[config.mk]
export PLATFORM = sky130hd
export DESIGN_NAME = vend_ctrl_multi
export DESIGN_NICKNAME = d
export VERILOG_FILES = /design/src/rtl/vend_pkg.sv /design/src/rtl/vend_change_pick.sv /design/src/rtl/vend_ctrl_multi.sv
export SDC_FILE = /design/constraint.sdc
export NUM_CORES = 1
export LEC_CHECK = 0
export ABC_AREA = 1
export BUFFER_PORTS_ARGS = -buffer_cell sky130_fd_sc_hd__buf_4
export CAP_MARGIN = 10
export CORE_MARGIN = 1
export CORE_UTILIZATION = 30
export CTS_BUF_LIST = sky130_fd_sc_hd__clkbuf_2
export DETAILED_ROUTE_END_ITERATION = 10
export PLACE_DENSITY = 0.54
export SETUP_SLACK_MARGIN = 0.15
export SYNTH_ARGS = -nofsm -noshare
export SYNTH_HDL_FRONTEND = slang
export SYNTH_SLANG_ARGS = --single-unit
export TNS_END_PERCENT = 20
[constraint.sdc]
create_clock -name clk -period 6.2 [get_ports clk]
set_input_delay 1.24 -clock clk [delete_from_list [all_inputs] [get_ports clk]]
set_output_delay 1.24 -clock clk [all_outputs]
set_load 0.005 [all_outputs]
[src/rtl/vend_pkg.sv]
// Shared definitions for the vending controller: coin encodings, coin value
// lookup and the controller state type.
package vend_pkg;

  localparam logic [1:0] COIN_NONE = 2'b00;
  localparam logic [1:0] COIN_5    = 2'b01;
  localparam logic [1:0] COIN_10   = 2'b10;
  localparam logic [1:0] COIN_25   = 2'b11;

  typedef enum logic {
    IDLE   = 1'b0,
    CHANGE = 1'b1
  } vend_state_e;

  // Face value in cents of a 2-bit coin code; COIN_NONE is worth nothing.
  function automatic logic [4:0] coin_value(input logic [1:0] c);
    case (c)
      COIN_5:  return 5'd5;
      COIN_10: return 5'd10;
      COIN_25: return 5'd25;
      default: return 5'd0;
    endcase
  endfunction

endpackage

[src/rtl/vend_change_pick.sv]
// Greedy change selector: largest coin of 25/10/5 not exceeding the credit.
// Credit is always a multiple of 5, so repeated picks always reach zero.
module vend_change_pick
  import vend_pkg::*;
#(
  parameter int CREDIT_W = 8
) (
  input  logic [CREDIT_W-1:0] i_credit,
  output logic [1:0]          o_chg_coin
);

  // Pick the largest coin that still fits into the remaining credit.
  always_comb begin
    o_chg_coin = COIN_NONE;
    if (i_credit >= CREDIT_W'(25))
      o_chg_coin = COIN_25;
    else if (i_credit >= CREDIT_W'(10))
      o_chg_coin = COIN_10;
    else if (i_credit >= CREDIT_W'(5))
      o_chg_coin = COIN_5;
  end

endmodule

[src/rtl/vend_ctrl_multi.sv]
// Multi-item vending controller: accumulates coin credit, sells one of
// N_ITEMS at per-item prices, refunds on cancel and pays change one coin at
// a time over a valid/ack handshake to the coin hopper.
//
//   state  | meaning
//   -------+-----------------------------------------------------------
//   IDLE   | accept coins, selections and cancel
//   CHANGE | pay out remaining credit coin by coin; coins/sels refused
module vend_ctrl_multi
  import vend_pkg::*;
#(
  parameter int                            N_ITEMS     = 4,
  parameter int                            CREDIT_W    = 8,
  parameter int                            CREDIT_MAX  = 200,
  parameter logic [N_ITEMS*CREDIT_W-1:0]   ITEM_PRICES = {8'd50, 8'd45, 8'd35, 8'd30},
  localparam int                           SEL_W       = $clog2(N_ITEMS)
) (
  input  logic                clk,
  input  logic                rst,
  input  logic                coin_valid,
  input  logic [1:0]          coin,
  input  logic                sel_valid,
  input  logic [SEL_W-1:0]    sel_item,
  input  logic                cancel,
  output logic                dispense,
  output logic [SEL_W-1:0]    dispense_item,
  output logic                coin_reject,
  output logic                sel_err,
  output logic                chg_valid,
  output logic [1:0]          chg_coin,
  input  logic                chg_ack,
  output logic [CREDIT_W-1:0] credit,
  output logic                busy
);

  // Parameter sanity: prices and ceiling must be multiples of 5 so greedy
  // change always terminates exactly at zero.
  function automatic bit f_params_ok();
    bit ok;
    int p;
    ok = (N_ITEMS >= 2) && (CREDIT_MAX % 5 == 0) && (CREDIT_W < 31) &&
         (CREDIT_MAX < (1 << CREDIT_W)) && (CREDIT_W >= 5);
    for (int i = 0; i < N_ITEMS; i++) begin
      p = int'(ITEM_PRICES[i*CREDIT_W +: CREDIT_W]);
      if (p == 0 || (p % 5) != 0) ok = 1'b0;
    end
    return ok;
  endfunction

  if (!f_params_ok()) begin : g_param_check
    $error("vend_ctrl_multi: illegal parameter set");
  end

  localparam logic [CREDIT_W:0] MAX_EXT = (CREDIT_W+1)'(CREDIT_MAX);

  vend_state_e         r_state;
  logic [CREDIT_W-1:0] r_credit;
  logic                r_chg_valid;
  logic [1:0]          r_chg_coin;
  logic                r_busy;
  logic                r_dispense;
  logic [SEL_W-1:0]    r_dispense_item;
  logic                r_coin_reject;
  logic                r_sel_err;

  vend_state_e         w_state_nxt;
  logic [CREDIT_W-1:0] w_credit_nxt;
  logic [CREDIT_W-1:0] w_credit_pc;
  logic [CREDIT_W:0]   w_sum;
  logic [CREDIT_W:0]   w_coin_val;
  logic [CREDIT_W-1:0] w_chg_val;
  logic                w_coin_live;
  logic [CREDIT_W-1:0] w_price;
  logic                w_sel_in_range;
  logic                w_dispense_nxt;
  logic [SEL_W-1:0]    w_item_nxt;
  logic                w_reject_nxt;
  logic                w_sel_err_nxt;
  logic [1:0]          w_pick;

  // Change coin is chosen from the credit that will be held next cycle, so
  // the registered chg_coin only moves when the credit does (i.e. on ack).
  vend_change_pick #(.CREDIT_W(CREDIT_W)) u_pick (
    .i_credit   (w_credit_nxt),
    .o_chg_coin (w_pick)
  );

  // Price lookup; indices beyond N_ITEMS (possible when N_ITEMS is not a
  // power of two) leave w_sel_in_range low.
  always_comb begin
    w_price        = '0;
    w_sel_in_range = 1'b0;
    for (int i = 0; i < N_ITEMS; i++) begin
      if (sel_item == SEL_W'(i)) begin
        w_price        = ITEM_PRICES[i*CREDIT_W +: CREDIT_W];
        w_sel_in_range = 1'b1;
      end
    end
  end

  // Next-state / next-credit / pulse decision for the current cycle.
  always_comb begin
    w_state_nxt    = r_state;
    w_coin_live    = coin_valid && (coin != COIN_NONE);
    w_coin_val     = (CREDIT_W+1)'(coin_value(coin));
    w_sum          = {1'b0, r_credit} + w_coin_val;
    w_chg_val      = CREDIT_W'(coin_value(r_chg_coin));
    w_credit_pc    = r_credit;
    w_credit_nxt   = r_credit;
    w_dispense_nxt = 1'b0;
    w_item_nxt     = '0;
    w_reject_nxt   = 1'b0;
    w_sel_err_nxt  = 1'b0;
    case (r_state)
      IDLE: begin
        if (w_coin_live) begin
          if (w_sum > MAX_EXT)
            w_reject_nxt = 1'b1;
          else
            w_credit_pc = w_sum[CREDIT_W-1:0];
        end
        w_credit_nxt = w_credit_pc;
        if (cancel) begin
          if (w_credit_pc != '0) w_state_nxt = CHANGE;
          if (sel_valid) w_sel_err_nxt = 1'b1;
        end else if (sel_valid) begin
          if (w_sel_in_range && (w_credit_pc >= w_price)) begin
            w_dispense_nxt = 1'b1;
            w_item_nxt     = sel_item;
            w_credit_nxt   = w_credit_pc - w_price;
            if (w_credit_nxt != '0) w_state_nxt = CHANGE;
          end else begin
            w_sel_err_nxt = 1'b1;
          end
        end
      end
      CHANGE: begin
        if (w_coin_live) w_reject_nxt = 1'b1;
        if (sel_valid) w_sel_err_nxt = 1'b1;
        if (r_chg_valid && chg_ack) begin
          w_credit_nxt = r_credit - w_chg_val;
          if (w_credit_nxt == '0) w_state_nxt = IDLE;
        end
      end
      default: w_state_nxt = IDLE;
    endcase
  end

  // State, credit and all registered outputs.
  always_ff @(posedge clk) begin
    if (rst) begin
      r_state         <= IDLE;
      r_credit        <= '0;
      r_chg_valid     <= 1'b0;
      r_chg_coin      <= COIN_NONE;
      r_busy          <= 1'b0;
      r_dispense      <= 1'b0;
      r_dispense_item <= '0;
      r_coin_reject   <= 1'b0;
      r_sel_err       <= 1'b0;
    end else begin
      r_state         <= w_state_nxt;
      r_credit        <= w_credit_nxt;
      r_chg_valid     <= (w_state_nxt == CHANGE);
      r_chg_coin      <= (w_state_nxt == CHANGE) ? w_pick : COIN_NONE;
      r_busy          <= (w_state_nxt == CHANGE);
      r_dispense      <= w_dispense_nxt;
      r_dispense_item <= w_item_nxt;
      r_coin_reject   <= w_reject_nxt;
      r_sel_err       <= w_sel_err_nxt;
    end
  end

  assign dispense      = r_dispense;
  assign dispense_item = r_dispense_item;
  assign coin_reject   = r_coin_reject;
  assign sel_err       = r_sel_err;
  assign chg_valid     = r_chg_valid;
  assign chg_coin      = r_chg_coin;
  assign credit        = r_credit;
  assign busy          = r_busy;

endmodule

# Yosys cells after proc, flatten, opt, wreduce, memory -nomap -nowiden
# Cells that the tools add are included.
[classes]
add_sub_neg = 3
bitwise = 4
reduce_logical = 11
n_eq_ne = 9
muxes = 39
n_lt_le_gt_ge = 5
[ops]
columns = ["cell", "n"]
rows = [
  ["$mux W8", 8],
  ["$pmux W5 S3", 2],
  ["$mux W1", 20],
  ["$pmux W8 S2", 1],
  ["$reduce_bool A8 Y1", 2],
  ["$eq A2 B2 Y1 const B", 6],
  ["$mux W6", 2],
  ["$add A8 B5 Y9", 1],
  ["$gt A9 B8 Y1 const B", 1],
  ["$ge A8 B3 Y1 const B", 1],
  ["$ge A8 B4 Y1 const B", 1],
  ["$ge A8 B5 Y1 const B", 1],
  ["$ge A8 B8 Y1", 1],
  ["$logic_not A8 Y1", 1],
  ["$sub A8 B5 Y8", 1],
  ["$sub A8 B8 Y8", 1],
  ["$eq A2 B1 Y1 const B", 3],
  ["$pmux W1 S2", 3],
  ["$mux W5", 1],
  ["$reduce_or A5 Y1", 1],
  ["$mux W2", 2],
  ["$not A1 Y1", 4],
  ["$reduce_or A4 Y1", 1],
  ["$logic_and A1 B1 Y1", 3],
  ["other kinds (3)", 3],
]
[word_totals]
register_bits = 16

# Depth between registers and ports, before layout
# Gate-level depths: netlist of run 1.
[depth]
ltp_word = 17
mapped_depth = 34

# Cells and area by module
# A second synthesis of run 1 with hierarchy kept.
[hier_totals]
cells_unflattened = 330
area_unflattened_um2 = 2040.7
[modules_own_cells]
columns = ["mod", "area_per_inst_um2", "cells_per_inst", "n_inst"]
rows = [
  ["vend_ctrl_multi", 1961.9, 311, 1],
  ["vend_change_pick", 78.8, 19, 1],
]

# Worst setup path before layout of run 1
# No wires, ideal clock.
[synth_timing]
path_type = "input -> register"
from = "in coin[0]"
to = "reg r_chg_coin[0], in the netlist chg_coin[0]"
path_slack_ps = 1331
cell_stages = 28
arrival_time_ps = 4750
path_buffers = 0
path_cell_list = "ha_1 inv_1 fa_1 nor2_1 nor2_1 xor2_1 nand3_2 nand2_4 nand3_4 nand2_1 o21ai_0 ha_1 fa_1 o21ai_0 a31oi_1 o21a_1 nand3_2 inv_1 nand2_2 nand2_1 nor2_1 nand3_1 nand3_1 nand2_1 nor2_1 nand2_1 a21oi_1 a21oi_1"
[synth_via]
elab_chain_len = 17
elab_cells_between_ends = 34
[synth_lines]
columns = ["item", "line", "text"]
rows = [
  ["start: declaration", "vend_ctrl_multi.sv:21", "input logic [1:0] coin,"],
  ["$eq A2 B2 Y1 / $eq A2 B1 Y1 (equally long branches)", "vend_pkg.sv:17", "case (c)"],
  ["$pmux W5 S3", "vend_pkg.sv:17", ""],
  ["$add A8 B5 Y9", "vend_ctrl_multi.sv:106", "w_sum = {1'b0, r_credit} + w_coin_val;"],
  ["$gt A9 B8 Y1", "vend_ctrl_multi.sv:117", "if (w_sum > MAX_EXT)"],
  ["$mux W8", "vend_ctrl_multi.sv:117", ""],
  ["$mux W8 *", "vend_ctrl_multi.sv:116", "if (w_coin_live) begin"],
  ["$mux W8 *", "vend_ctrl_multi.sv:114", "case (r_state)"],
  ["$ge A8 B8 Y1", "vend_ctrl_multi.sv:127", "if (w_sel_in_range && (w_credit_pc >= w_price)) begin"],
  ["$logic_and A1 B1 Y1", "vend_ctrl_multi.sv:127", ""],
  ["$mux W8", "vend_ctrl_multi.sv:127", ""],
  ["$mux W8", "vend_ctrl_multi.sv:126", "end else if (sel_valid) begin"],
  ["$mux W8", "vend_ctrl_multi.sv:123", "if (cancel) begin"],
  ["$pmux W8 S2", "vend_ctrl_multi.sv:114", ""],
  ["$ge A8 B3 Y1", "vend_change_pick.sv:19", "else if (i_credit >= CREDIT_W'(5))"],
  ["$mux W1", "vend_change_pick.sv:19", ""],
  ["$mux W2", "vend_change_pick.sv:17", "else if (i_credit >= CREDIT_W'(10))"],
  ["$mux W2", "vend_change_pick.sv:15", "if (i_credit >= CREDIT_W'(25))"],
  ["end signal: assignment", "vend_ctrl_multi.sv:165", "r_chg_coin <= (w_state_nxt == CHANGE) ? w_pick : COIN_NONE;"],
  ["end: declaration", "vend_ctrl_multi.sv:59", "logic [1:0] r_chg_coin;"],
]
# Mark *: on every way between the ends. The rest lies on a longest branch, timed or not. The select of a mux whose other input is x is not followed.
# A chain may end at the register's enable or synchronous reset.

# Worst setup path after layout of run 1
# Same ends and word-level chain as after synthesis.

==> metrics.md, run 1 <==
| Metric | Value |
|---|---|
| Status | finished clean |
| Hold-fix buffers, CTS | 0 |
| Core Footprint | 6490 um2 |
| Netlist cell types | 37 |
| Required @ worst endpoint | 6420 ps |
| Pleak | 0.00132 uW |
| Die Span Y | 84.9 um |
| Pwr dens | 313 nW/um2 |
| Filler cells | 710 |
| Ys flop type | dfxtp_1 |
| Most common cell after layout, fill and taps aside | nand2_1 |
| Syn avg cell area | 6.24 um2 |
| Initial Utilization | 31.7% |
| Largest net degree at the start of global routing | 19 |
| Mapped Area | 2060 um2 |
| Hold Crit Start | busy |
| Fin. Hold Viols | 0 |
| Clock sink count | 16 |
| Worst reg2reg endpoint | chg_coin[0] |
| Inserted Clock Buffers | 3 |
| GRT Total Usage | 16.5% |
| Dpl hpwl | 4.74 mm |
| Skew-Pair Late Insertion Delay | 300 ps |
| Synth warn | 0 |
| Adder-cell area share of the yosys netlist | 15.7% |
| Hold endpoint | credit[3] |
| IO Pins | 27 |
| R2r setup slk | 1610 ps |
| Startpoint types | input pin |
| CTS root buf | clkbuf_2 |
| Row cnt | 29 |
| Worst-Margin Slew | 568 ps |
| Final setup vio count | 0 |
| Worst VDD drop | 0.0856 mV |
| Initial antenna violation count | 0 |
| Layout Skew | 12.4 ps |
| CP endpoint kind | register |
| Crit path time final | 5160 ps |
| Max-cap violations | 0 |
| Post-synth EDFFs | 0 |
| Die area | 7200 um2 |
| Worst r2r path cells | 27 |
| Crit path DAT | 5380 ps |
| Final ANT Viol Nets | 0 |
| Synth-to-layout area growth | 14.1% |
| Final Cell Area | 2350 um2 |
| Port bufs | 26 |
| Via Count | 2105 |
| Critical Path Fanout Max | 8 |
| DRC Markers | 0 |
| Slew Limit Fails | 0 |
| Hold-critical path depth | 4 |
| Slew margin rel. | 61.9% |
| Wire per inst | 13.1 um |
| Setup TNS | 0 ps |
| Slowest CP cell | fa_1 |
| Die Width | 84.9 um |
| Reg-to-Reg Start | credit[1] |
| Multiplexer share of the synthesized area | 0% |
| Post-synth ARST share | 0% |
| Postcts setup bufs | 0 |
| Ant. Diodes | 0 |
| Seq/Total Area, Yosys | 15.5% |
| Synth Area in Compound Gates | 12.8% |
| TritonRoute pass-1 iters | 6 |
| Commonest non-fill, non-tap cells in the layout | nand2_1, inv_1, buf_4 |
| CP startpoint | coin[0] |
| Yosys reg bits | 16 |
| Post-synthesis simple-gate area fraction | 37.6% |
| Cell Area, Placed | 2330 um2 |
| Hold Path Class | register to register |
| Clock Pin Slew Worst Setup and Hold Paths | 170 ps |
| RSZ-0062 raised after global routing | no |
| Mapped Cells | 330 |
| CTS tree | yes |
| Fin crit share | 83.2% |
| Buffer levels on the longest clock path | 2 |
| Cts repair resizes | 0 |
| GRT overflow | 0 |
| Number of global-route vias before repair | 2092 |
| Largest family of logic cells by synthesized area | simple AND/OR/NAND/NOR gates |
| Fmax | 194 MHz |
| Xor/xnor share of the synthesized area | 5.10% |
| DR vias/cell | 4.86 |
| Initial drt markers | 67 |
| Critical path class | input pin to register |
| Total Nets Final | 391 |
| # H-tree levels | 1 |
| Mapped Nets | 364 |
| GPL Wtd Cong | 0.880 |
| Delay of the slowest cell on the worst path | 410 ps |
| Final WL | 5.65 mm |
| Share of layout cells above drive strength 1 | 14.9% |
| First-pass GRT wire length | 9.43 mm |
critical path: cells and delay by family:
family / cells / cell delay [ps]
simple gates: 15 / 1490
xor+xnor: 1 / 220
fa+ha+maj: 4 / 1280
buf+inv: 3 / 220
compound gates: 6 / 890
power by group:
part / internal (uW) / switching [uW] / total [uW]
Clock: 14.0 / 35.5 / 49.5
Combinational: 203 / 330 / 533
Sequential: 122 / 31.0 / 153
Total: 339 / 396 / 735
worst max-delay path by stage:
stage,to,cells past startpoint
2_1_floorplan,chg_coin[0],28
3_3_place_gp,chg_coin[0],29
3_5_place_dp,chg_coin[0],29
4_1_cts,chg_coin[0],29
5_1_grt,chg_coin[0],28
6_report,chg_coin[0],29
stage by stage:
stage          hold WS (ps)  utilization, %  setup slack [ps]  total power [uW]  instances
2_1_floorplan           631               -              1330               542        330
3_3_place_gp            722            35.9               863               688        429
3_5_place_dp            722            35.9               757               685        429
4_1_cts                 747            36.2              1100               738        433
5_1_grt                 826            36.2               664               817        433
6_report                740            36.2              1040               735        433
synth_stat cells (all sizes together) (4+ instances only):
| library cell | instances | area [um2] |
|---|---|---|
| nand2 | 82 | 340 |
| xor2 | 10 | 87.6 |
| o21ai | 19 | 98.8 |
| nor2 | 28 | 118 |
| a21oi | 19 | 98.9 |
| dfxtp | 16 | 320 |
| inv | 67 | 251 |
| nand4 | 13 | 103 |
| nor3 | 4 | 20.0 |
| nand3 | 27 | 163 |
| ha | 21 | 263 |
kinds of logic after synthesis:
group | count (synthesis)
DFF | 16
adders and majority gates | 24
buffers and inverters | 72
AOI/OAI and AO/OA | 47
and+or+nand+nor | 159
xor gates and xnor gates | 12
area by class of cell:
cell class                 instances  area (um2)  area share (%)
inverter                          68         255            10.9
clock inverter                     1        3.75           0.160
sequential                        16         320            13.6
multi-input combinational        242        1470            62.3
clock buffer                       3        15.0           0.638
tap                               77        96.3            4.10
timing repair buffer              26         195            8.30
flip-flops by register name, summed over array words and instances, names as in the netlist:
name	cells
busy	1
chg_coin	2
coin_reject	1
credit	8
dispense	1
dispense_item	2
sel_err	1
metal layers:
layer / GRT usage [%] / part of all wire, % / vias up
met1: 21.0 / 48 / 932
met5: 0 / 0 / -
met4: 4.01 / 1.8 / 0
met2: 29.0 / 46 / 51
li1: - / - / 1113
met3: 2.63 / 4.0 / 9
(Power assumes the default switching activity.)
==> run 2, diff against run 1 <==
--- a/config.mk
+++ b/config.mk
@@ -12,7 +12,7 @@
 export CORE_UTILIZATION = 30
 export CTS_BUF_LIST = sky130_fd_sc_hd__clkbuf_2
 export DETAILED_ROUTE_END_ITERATION = 10
-export PLACE_DENSITY = 0.54
+export PLACE_DENSITY = 0.56
 export SETUP_SLACK_MARGIN = 0.15
 export SYNTH_ARGS = -nofsm -noshare
 export SYNTH_HDL_FRONTEND = slang
==> constraint.sdc (replaced) <==
create_clock -name clk -period 4.5 [get_ports clk]
set_input_delay 0.9 -clock clk [delete_from_list [all_inputs] [get_ports clk]]
set_output_delay 0.9 -clock clk [all_outputs]
set_load 0.005 [all_outputs]
==> run 2 against run 1 <==
Worst setup slack lost 1000 ps. Register-to-register slack lost 1400 ps. Die area stayed put. Utilization grew 8.7 points. First-iteration DRC count increased by 120%. Clock skew rose by 22 ps. Design area increased by 24%. Global-route usage up 1.4 points. Critical path depth unchanged. Critical path type unchanged. Critical endpoint unchanged.
==> metrics.md, run 2 (synthesis results as in run 1) <==
| Metric | Value |
|---|---|
| Die Span Y | 84.9 um (unchanged) |
| Flop pwr share | 16.2% (was 20.8%) |
| IO Pins | 27 (unchanged) |
| Crit path DAT | 4690 ps (was 5380 ps) |
| Setup TNS | 0 ps (unchanged) |
| CTS tree | yes (unchanged) |
| Final WL | 6.49 mm (was 5.65 mm) |
| Fin. Hold Viols | 0 (unchanged) |
| GPL Wtd Cong | 0.876 (was 0.880) |
| Sw Share | 50.5% (was 53.9%) |
| Hold-fix buffers, CTS | 0 (unchanged) |
| Area of the multi-input gates | 1670 um2 (was 1470 um2) |
| Dpl hpwl | 5.13 mm (was 4.74 mm) |
| DRC Markers | 0 (unchanged) |
| CP endpoint kind | register (unchanged) |
| Slew Limit Fails | 0 (unchanged) |
| CP startpoint | coin[0] (unchanged) |
| Commonest non-fill, non-tap cells in the layout | buf_4, nand2_1, inv_1 (was nand2_1, inv_1, buf_4) |
| Max reg flops | 8 (unchanged) |
| Non-Filler Instances | 478 (was 433) |
| Number of global-route vias before repair | 2196 (was 2092) |
| Initial Utilization | 31.7% (unchanged) |
| Worst VDD drop | 0.185 mV (was 0.0856 mV) |
| Startpoint types | input pin (unchanged) |
| Total Nets Final | 436 (was 391) |
| Skew-Pair Late Insertion Delay | 340 ps (was 300 ps) |
| Ant. Diodes | 0 (unchanged) |
| Port bufs | 26 (unchanged) |
| Worst-Margin Slew | 554 ps (was 568 ps) |
| Cell mode on critical path | nand2_1 |
| Critical path class | input pin to register (unchanged) |
| Status | finished clean (unchanged) |
| GRT overflow | 0 (unchanged) |
| CTS root buf | clkbuf_2 (unchanged) |
| Via Count | 2372 (was 2105) |
| Most common cell after layout, fill and taps aside | buf_4 (was nand2_1) |
| Initial drt markers | 150 (was 67) |
| Hold Path Class | input pin to register (was register to register) |
| Wire per inst | 13.6 um (was 13.1 um) |
| Required @ worst endpoint | 4720 ps (was 6420 ps) |
| Die area | 7200 um2 (unchanged) |
| Largest net degree at the start of global routing | 19 (unchanged) |
| RSZ-0062 raised after global routing | yes (was no) |
| Part of the power in combinational logic | 77.8% (was 72.5%) |
| Cell Int Power | 637 uW (was 339 uW) |
| GRT Total Usage | 17.9% (was 16.5%) |
| First-pass GRT wire length | 10.2 mm (was 9.43 mm) |
| Core Footprint | 6490 um2 (unchanged) |
| NetSw | 649 uW (was 396 uW) |
| Cell Area, Placed | 2640 um2 (was 2330 um2) |
| Clk pwr share | 5.9% (was 6.7%) |
| Fin crit share | 99.4% |
| Slowest CP cell | fa_2 (was fa_1) |
| Buffer levels on the longest clock path | 2 (unchanged) |
| Worst reg2reg endpoint | chg_coin[0] (unchanged) |
| Die Width | 84.9 um (unchanged) |
| Critical Path Fanout Max | 6 (was 8) |
| Hold Crit Start | rst (was busy) |
| Max-cap violations | 0 (unchanged) |
| Filler cells | 660 (was 710) |
| TritonRoute pass-1 iters | 6 (unchanged) |
| Fmax | 224 MHz |
| Synth-to-layout area growth | 41.7% (was 14.1%) |
| Final setup vio count | 0 (unchanged) |
| DR vias/cell | 4.96 (was 4.86) |
| Row cnt | 29 (unchanged) |
| Crit path time final | 4470 ps |
| Hold-critical path depth | 2 (was 4) |
| Delay of the slowest cell on the worst path | 410 ps (about the same) |
| Final Cell Area | 2920 um2 (was 2350 um2) |
| R2r setup slk | 190 ps (was 1610 ps) |
| Clock Pin Slew Worst Setup and Hold Paths | 210 ps (was 170 ps) |
| Reg-to-Reg Start | credit[0] (was credit[1]) |
| Inst Count DP | 468 (was 429) |
| Worst r2r path cells | 28 (was 27) |
| Slew margin rel. | 62.8% (was 61.9%) |
| Inserted Clock Buffers | 3 (unchanged) |
| Layout Skew | 33.9 ps (was 12.4 ps) |
| Pwr dens | 441 nW/um2 (was 313 nW/um2) |
| # H-tree levels | 1 (unchanged) |
| Hold endpoint | credit[5] (was credit[3]) |
| Initial antenna violation count | 0 (unchanged) |
| FF+latch area | 320 um2 (unchanged) |
| Final cell utilization of the core | 45.0% (was 36.2%) |
| Final ANT Viol Nets | 0 (unchanged) |
| Share of layout cells above drive strength 1 | 34.7% (was 14.9%) |
| Clock sink count | 16 (unchanged) |
| Pleak | 0.00157 uW (was 0.00132 uW) |
[run 2: cell types whose count changed in the layout (fill, tap and decap cells not counted), sizes merged]
| cell | before | now |
|---|---|---|
| buf | 26 | 71 |
[run 2: per-layer routing]
layer  track usage (%)  share of wire [%]
met5                 0                  0
met4              4.47                1.7
met3              2.04                4.3
met2              29.1                 47
met1              25.3                 47
[run 2: how the worst max path moves through the flow]
stage,end,slack (ps),cells past startpoint
final,chg_coin[0],30,29
after global routing,chg_coin[0],-180,29
after detailed placement,chg_coin[0],-320,32
after CTS,chg_coin[0],160,30
after floorplan,chg_coin[0],210,28
after global placement,chg_coin[0],-290,31
[run 2: through the flow]
step / power (uW) / hold slack (ps) / setup WS [ps]
after floorplan: 753 / 631 / 205
after detailed placement: 1090 / 758 / -323
after CTS: 1190 / 780 / 156
after global routing: 1400 / 797 / -180
final: 1290 / 780 / 28.7
after global placement: 1090 / 738 / -288
[run 2: worst max-delay path: cells and delay by family]
kind	cells	cell delay (ps)
xor+xnor	1	230
buf+inv	3	180
compound gates	6	770
fa+ha+maj	4	1110
simple gates	15	1500
[run 2: final cells by class]
class | instances | area share (%)
clock buffer | 3 | 0.514
clock inverter | 1 | 0.129
inverter | 68 | 9.00
multi-input combinational | 242 | 57.3
sequential | 16 | 11.0
tap | 77 | 3.30
timing repair buffer | 71 | 18.8
[run 2: power groups by stage]
stage	clock network (uW)	logic, uW	registers [uW]
finish	76.1	1000	209
global route	82.4	1110	214
CTS	75.3	910	206
detailed placement	0	878	209
global placement	0	879	209
floorplan	0	552	201
[run 2: repair_timing]
action / in CTS / in global routing
setup endpoints to repair: 2 / 10
pin swaps: 5 / 24
buffers inserted: 0 / 6
gates resized for setup: 11 / 44
